## src/rtl/ts_packet_mux.sv

```systemverilog
// ts_packet_mux: packet-aware N:1 mux forwarding whole TS packets to one FIFO write port.
// Channels switch only on packet boundaries. Misaligned bytes on idle channels are drained
// and flagged, so only complete, SYNC-aligned packets start on the output.
module ts_packet_mux #(
    parameter int unsigned              NUM_CH     = 4,
    parameter int unsigned              DATA_WIDTH = 8,
    parameter int unsigned              PKT_LEN    = 188,
    parameter logic [DATA_WIDTH-1:0]    SYNC_BYTE  = DATA_WIDTH'(8'h47),
    localparam int unsigned             CH_W       = $clog2(NUM_CH),
    localparam int unsigned             CNT_W      = $clog2(PKT_LEN)
) (
    input  logic                         clk,
    input  logic                         rst_n,
    input  logic [NUM_CH*DATA_WIDTH-1:0] in_data,
    input  logic [NUM_CH-1:0]            in_valid,
    output logic [NUM_CH-1:0]            in_ready,
    input  logic                         mode,
    input  logic [CH_W-1:0]              sel,
    output logic [DATA_WIDTH-1:0]        out_data,
    output logic                         out_valid,
    input  logic                         out_ready,
    output logic                         out_sop,
    output logic                         out_eop,
    output logic [CH_W-1:0]              cur_ch,
    output logic                         pkt_done,
    output logic [NUM_CH-1:0]            sync_err
);

    typedef enum logic {StIdle, StBusy} state_t;

    state_t             r_state, w_state_nxt;
    logic [CH_W-1:0]    r_cur_ch, w_cur_ch_nxt;
    logic [CH_W-1:0]    r_rr_ptr, w_rr_ptr_nxt;
    logic [CNT_W-1:0]   r_byte_cnt, w_byte_cnt_nxt;
    logic               r_pkt_done, w_pkt_done_nxt;
    logic [NUM_CH-1:0]  r_sync_err;

    logic [NUM_CH-1:0]  w_cand;
    logic [NUM_CH-1:0]  w_drain;
    logic               w_gnt_vld;
    logic [CH_W-1:0]    w_gnt;
    logic               w_own_vld;
    logic [CH_W-1:0]    w_own_ch;
    logic               w_last;
    logic               w_xfer;

    assign cur_ch   = r_cur_ch;
    assign pkt_done = r_pkt_done;
    assign sync_err = r_sync_err;

    // Candidate channels: valid byte that looks like a packet start
    always_comb begin
        for (int k = 0; k < NUM_CH; k++) begin
            w_cand[k] = in_valid[k] && (in_data[k*DATA_WIDTH +: DATA_WIDTH] == SYNC_BYTE);
        end
    end

    // IDLE arbitration: fixed select or round-robin starting at r_rr_ptr
    always_comb begin
        int unsigned idx;
        idx       = 0;
        w_gnt_vld = 1'b0;
        w_gnt     = '0;
        if (!mode) begin
            // Out-of-range select values (non power-of-2 NUM_CH) never grant
            if (32'(sel) < NUM_CH) begin
                w_gnt_vld = w_cand[sel];
                w_gnt     = sel;
            end
        end else begin
            for (int unsigned i = 0; i < NUM_CH; i++) begin
                idx = 32'(r_rr_ptr) + i;
                if (idx >= NUM_CH) idx = idx - NUM_CH;
                if (!w_gnt_vld && w_cand[CH_W'(idx)]) begin
                    w_gnt_vld = 1'b1;
                    w_gnt     = CH_W'(idx);
                end
            end
        end
    end

    // Datapath, output flags, per-channel ready and drain decisions
    always_comb begin
        w_own_vld = (r_state == StBusy) ? 1'b1 : w_gnt_vld;
        w_own_ch  = (r_state == StBusy) ? r_cur_ch : w_gnt;
        w_last    = (r_byte_cnt == CNT_W'(PKT_LEN - 1));
        out_data  = in_data[32'(w_own_ch)*DATA_WIDTH +: DATA_WIDTH];
        if (r_state == StBusy) begin
            out_valid = in_valid[r_cur_ch];
            out_sop   = 1'b0;
            out_eop   = in_valid[r_cur_ch] && w_last;
        end else begin
            out_valid = w_gnt_vld;
            out_sop   = w_gnt_vld;
            out_eop   = 1'b0;
        end
        out_valid = out_valid && rst_n;
        out_sop   = out_sop && rst_n;
        out_eop   = out_eop && rst_n;
        for (int k = 0; k < NUM_CH; k++) begin
            if (w_own_vld && (CH_W'(k) == w_own_ch)) begin
                w_drain[k]  = 1'b0;
                in_ready[k] = out_ready && rst_n;
            end else begin
                // Non-owner: misaligned bytes are dropped, SYNC bytes stall
                w_drain[k]  = rst_n && in_valid[k] &&
                              (in_data[k*DATA_WIDTH +: DATA_WIDTH] != SYNC_BYTE);
                in_ready[k] = w_drain[k];
            end
        end
        w_xfer = out_valid && out_ready;
    end

    // Next-state logic for packet FSM, byte counter and round-robin pointer
    always_comb begin
        w_state_nxt    = r_state;
        w_cur_ch_nxt   = r_cur_ch;
        w_rr_ptr_nxt   = r_rr_ptr;
        w_byte_cnt_nxt = r_byte_cnt;
        w_pkt_done_nxt = 1'b0;
        case (r_state)
            StIdle: begin
                if (w_xfer) begin
                    w_state_nxt    = StBusy;
                    w_cur_ch_nxt   = w_gnt;
                    w_byte_cnt_nxt = CNT_W'(1);
                end
            end
            StBusy: begin
                if (w_xfer) begin
                    if (w_last) begin
                        w_state_nxt    = StIdle;
                        w_byte_cnt_nxt = '0;
                        w_pkt_done_nxt = 1'b1;
                        w_rr_ptr_nxt   = (32'(r_cur_ch) == NUM_CH - 1) ? '0
                                                                       : r_cur_ch + 1'b1;
                    end else begin
                        w_byte_cnt_nxt = r_byte_cnt + 1'b1;
                    end
                end
            end
            default: w_state_nxt = StIdle;
        endcase
    end

    // Control registers with synchronous active-low reset
    always_ff @(posedge clk) begin
        if (!rst_n) begin
            r_state    <= StIdle;
            r_cur_ch   <= '0;
            r_rr_ptr   <= '0;
            r_byte_cnt <= '0;
            r_pkt_done <= 1'b0;
            r_sync_err <= '0;
        end else begin
            r_state    <= w_state_nxt;
            r_cur_ch   <= w_cur_ch_nxt;
            r_rr_ptr   <= w_rr_ptr_nxt;
            r_byte_cnt <= w_byte_cnt_nxt;
            r_pkt_done <= w_pkt_done_nxt;
            r_sync_err <= w_drain;
        end
    end

endmodule

```

## config.mk

```make
export PLATFORM = sky130hd
export DESIGN_NAME = ts_packet_mux
export DESIGN_NICKNAME = d
export VERILOG_FILES = /design/src/rtl/ts_packet_mux.sv
export SDC_FILE = /design/constraint.sdc
export NUM_CORES = 1
export LEC_CHECK = 0
export CAP_MARGIN = 10
export CORE_MARGIN = 2
export CORE_UTILIZATION = 48
export DETAILED_ROUTE_END_ITERATION = 16
export PLACE_DENSITY = 0.84
export SYNTH_ARGS = -nofsm -noshare
export SYNTH_HDL_FRONTEND = slang
export SYNTH_SLANG_ARGS = --single-unit
```

## constraint.sdc

```tcl
create_clock -name clk -period 9.95 [get_ports clk]
set_clock_uncertainty 0.05 [all_clocks]
set_input_delay 1.99 -clock clk [delete_from_list [all_inputs] [get_ports clk]]
set_output_delay 1.99 -clock clk [all_outputs]
set_load 0.03 [all_outputs]
```

[Yosys cells after proc, flatten, opt, wreduce, memory -nomap -nowiden]
Cells that the tools add are included.
Word-level totals
  register bits: 18
  bits of input ports: 42
Operators by class
  $add $sub $neg: 9
  $lt $le $gt $ge: 10
  equal/unequal tests: 15
  shift-type cells: 1
  multiplexer cells: 52
  bitwise gates (word level): 2
  reduce and logical (&&, ||, !) cells: 37
Operators with widths (number)
  $eq 8x7->1 const B: 4
  $ne 8x7->1 const B: 4
  $shiftx 32x6->8: 1
  $mux 2: 15
  $mux 1: 26
  $logic_and 1x1->1: 25
  $mux 8: 3
  $lt 2x3->1 const B: 6
  $pmux 8 s2: 1
  $bmux 1 s2: 6
  $ge 3x3->1 const B: 3
  $add 8x1->8 const B: 1
  $eq 8x8->1 const B: 1
  $reduce_or 2->1: 4
  $sub 2x1->2 const B: 4
  $add 2x2->3 const B: 2
  $reduce_and 3->1: 2
  $eq 2x2->1 const A: 2
  $reduce_and 2->1: 2
  $add 2x1->3 const B: 1
  $ge 2x3->1 const B: 1
  $logic_not 1->1: 3
  $add 2x1->2 const B: 1
  $eq 1x2->1 const A: 1
  6 further kinds: 7

[Longest topological paths before layout]
  word-level depth: 24
  depth in mapped cells: 9

[Least setup slack after synthesis]
OpenSTA, ideal clock, no wires.
  kind: input-to-output
  start: input in_data[13]
  end: output out_data[0]
  arrival: 4.112 ns
  data required time: 7.910 ns
  path slack: 3.798 ns
  stages on the path: 6
  path buffers: 1
  path through: nor4b_2 nand3_1 a221o_1 o31ai_4 buf_8 mux4_1
On the way
  word-level cells in the longest chain between the ends: 20
  elaborated cells on any way between the ends: 29
  those cells by class: eq/ne (1); shift (1); mux (20); reduce/logical (7)
Ends and longest elaborated chain
  from (decl): RTL line 14  | input logic [NUM_CH*DATA_WIDTH-1:0] in_data,
  $eq 8x7->1 *: RTL line 54  | w_cand[k] = in_valid[k] && (in_data[k*DATA_WIDTH +: DATA_WIDTH] == SYNC_BYTE);
  $logic_and 1x1->1 *: RTL line 54
  $bmux 1 s2: RTL line 74  | if (!w_gnt_vld && w_cand[CH_W'(idx)]) begin
  $mux 1 (implied by the code): RTL line 74
  $mux 1: RTL line 74
  $mux 1: RTL line 64  | if (!mode) begin
  $logic_not 1->1: RTL line 74
  $logic_and 1x1->1: RTL line 74
  [4 not listed]
  $mux 1: RTL line 74
  $mux 1: RTL line 64
  $logic_not 1->1: RTL line 74
  $logic_and 1x1->1: RTL line 74
  $mux 2 *: RTL line 74
  $mux 2 *: RTL line 64
  $mux 2 *: RTL line 85  | w_own_ch = (r_state == StBusy) ? r_cur_ch : w_gnt;
  $shiftx 32x6->8 *: RTL line 87  | out_data = in_data[32'(w_own_ch)*DATA_WIDTH +: DATA_WIDTH];
  to (decl): RTL line 19  | output logic [DATA_WIDTH-1:0] out_data,
Mark *: on every way between the ends. The rest lies on a longest branch, timed or not. The select of a mux whose other input is x is not followed.

[Final worst setup path]
  start: input in_data[13]
  end: output out_data[2]
The elaborated chain is that of the path after synthesis.

==> flow_metrics.env <==
export IMPL_outcome="completed"
export IMPL_synth_main_ff_cell="dfxtp_1"
export IMPL_tns_ns=0
export IMPL_synth_xor_area_frac=0.00517
export IMPL_seq_area_frac_synth=0.213
export IMPL_remaining_drc_errors=0
export IMPL_ant_nets=0
export IMPL_antenna_found_initial=0
export IMPL_fin_nets=279
export IMPL_grt_pass1_vias=1616
export IMPL_cts_root_buf="clkbuf_4"
export IMPL_synthSimpleGateAreaFrac=0.302
export IMPL_dpl_hpwl_um=3940
export IMPL_rsz0062_at_grt="false"
export IMPL_numCtsBuffers=3
export IMPL_finalWirelength_um=4770
export IMPL_start_util=0.504
export IMPL_worstMarginPinSlew_ns=0.735
export IMPL_rows=21
export IMPL_met1_usage=0.337
export IMPL_total_power_mw=0.202
export IMPL_htreeDepth=1
export IMPL_p_leak_nw=0.853
export IMPL_ctsLongestPathBuffers=2
export IMPL_yosysWarnings=0
export IMPL_synth_top_family_by_area="simple AND/OR/NAND/NOR gates"
export IMPL_holdBufCountCts=0
export IMPL_critical_path_class="input pin to output pin"
export IMPL_syn_nets=225
export IMPL_synth_area_leader_cell="dfxtp_1"
export IMPL_fmaxAchievable_mhz=133
export IMPL_synthCells=181
export IMPL_die_w_um=63.4
export IMPL_synth_avg_cell_area_um2=9.37
export IMPL_setup_ws_ns=2.41
export IMPL_crit_arrival_ns=5.50
export IMPL_hold_viol=0
export IMPL_grtUsageMet2=0.407
export IMPL_synthToLayoutAreaGrowth_pct=38.6
export IMPL_grt_pass1_wl_um=7800
export IMPL_synth_async_reset_ratio=0
export IMPL_yosys_top_cells_area="dfxtp_1 21%, mux4_1 12%, nand3_1 3.2%, and3_1 3.0%, mux2i_1 3.0%"
export IMPL_post_cts_buffers=0
export IMPL_fill_cells=288
export IMPL_synth_compound_area_frac=0.238
export IMPL_io_pins=64
export IMPL_drive_gt1_frac=0.0897
export IMPL_power_density_mw_per_mm2=86.1
export IMPL_final_common_cell="clkdlybuf4s50_1"
export IMPL_dr_total_vias=1723
export IMPL_cts_sinks=18
export IMPL_min_path_type="flip-flop to flip-flop"
export IMPL_cp_required_ns=7.91
export IMPL_port_buffers=63
export IMPL_insertion_delay_ns=0.29
export IMPL_setup_viol=0
export IMPL_cp_start_kind="input pin"
export IMPL_synth_area_mm2=0.00170
export IMPL_grt_max_degree=18
export IMPL_postCtsResizedCells=0
export IMPL_track_usage=0.245
export IMPL_period_share=0.758
export IMPL_wire_per_inst_um=17.1
export IMPL_slew_violations=0
export IMPL_synth_top_cell_area_share=0.213
export IMPL_path_max_fanout=13
export IMPL_yosys_register_bits=18
export IMPL_cts_tree="built"
export IMPL_synth_edff_count=0
export IMPL_drtPass1Iterations=4
export IMPL_core_mm2=0.00336
export IMPL_gp_congestion=0.979
export IMPL_cp_end_kind="output pin"
export IMPL_most_common_layout_cells="63 x clkdlybuf4s50_1, 18 x dfxtp_1, 11 x nand3_1"
export IMPL_synth_distinct_cells=58
export IMPL_avgViaCountPerCell=6.15
export IMPL_grt_use_met3=0.0375
export IMPL_muxShareOfSynthArea=0.167
export IMPL_num_antenna_cells=0
export IMPL_relSlewSlack=0.510
export IMPL_utilization=0.699
export IMPL_clk_pin_slew_ns=0.10
export IMPL_dr_first_iter_drc_count=126
export IMPL_ir_worst_vdd_mv=0.0439
export IMPL_min_period_ns=7.54
export IMPL_synth_fa_ha_area_frac=0.0148
export IMPL_dp_slack_ns=2.43
export IMPL_die_area_mm2=0.00402
export IMPL_grt_ovfl_total=0
export IMPL_grt_busiest_layer="met2"
export IMPL_cap_violations=0
export IMPL_die_y_um=63.4
## critical path, stage by stage
cell	delay [ns]
clkdlybuf4s50_1	0.45
nor4b_2	0.50
nand3_1	0.22
a221o_1	0.40
o31ai_4	0.66
mux4_1	0.66
clkdlybuf4s50_1	0.61
## synth_stat cells (4+ instances only)
cell	n
nor2b_1	7
clkbuf_1	8
inv_1	8
nand3_1	11
and3_1	8
dfxtp_1	18
nor2_1	6
and4b_1	4
and2_1	4
mux2i_1	5
nand4_1	7
a21oi_1	9
buf_2	5
nand2_1	9
mux4_1	8
## flip-flops by register name, indices dropped and copies added, names as in the netlist
name	flops
cur_ch	2
r_rr_ptr	2
sync_err	4
pkt_done	1
r_state	1
r_byte_cnt	8
## cell families after synthesis
family	Yosys count
and+or+nand+nor	75
xor gates and xnor gates	1
DFF	18
buffers and inverters	23
muxes	14
AOI/OAI and AO/OA	48
adders and majority gates	2
## per-layer routing
metal / vias to the layer above / routed length, um
met5: - / 0
met4: 0 / 45
met3: 4 / 225
met2: 67 / 2310
met1: 821 / 2190
li1: 831 / -
## power breakdown
part | total, mW | leakage (nW) | switching, mW | internal [mW]
Sequential | 0.0755 | 0.146 | 0.00183 | 0.0737
Combinational | 0.0819 | 0.686 | 0.0405 | 0.0414
Clock | 0.0448 | 0.0210 | 0.0225 | 0.0223
Total | 0.202 | 0.853 | 0.0649 | 0.137
## metrics by stage
stage / std cells / hold WS, ns / area (um2)
global placement: 276 / 0.415 / 2310
finish: 280 / 0.445 / 2350
global route: 280 / 0.466 / 2350
detailed placement: 276 / 0.434 / 2310
floorplan: 181 / 0.398 / 1700
CTS: 280 / 0.449 / 2350
## final cells by class
class | count | area, um2 | share of cell area
flip-flops and latches | 18 | 360 | 0.153
inverters | 9 | 33.8 | 0.0144
well taps | 46 | 57.6 | 0.0245
clock buffers | 4 | 36.3 | 0.0154
repair buffers | 63 | 631 | 0.268
multi-input cells | 140 | 1230 | 0.524
## worst paths after layout
path / slack (ns) / startpoint / cells past startpoint / to
setup reg to reg: 7.56 / r_rr_ptr[1]$_SDFFE_PN0P_ / 6 / sync_err[3]$_SDFF_PP0_
hold reg to reg: 0.45 / r_byte_cnt[5]$_SDFFE_PN0P_ / 2 / r_byte_cnt[5]$_SDFFE_PN0P_
hold / removal: 0.45 / r_byte_cnt[5]$_SDFFE_PN0P_ / 2 / r_byte_cnt[5]$_SDFFE_PN0P_
setup / recovery: 2.41 / in_data[13] / 7 / out_data[2]
(Power assumes the default switching activity.)
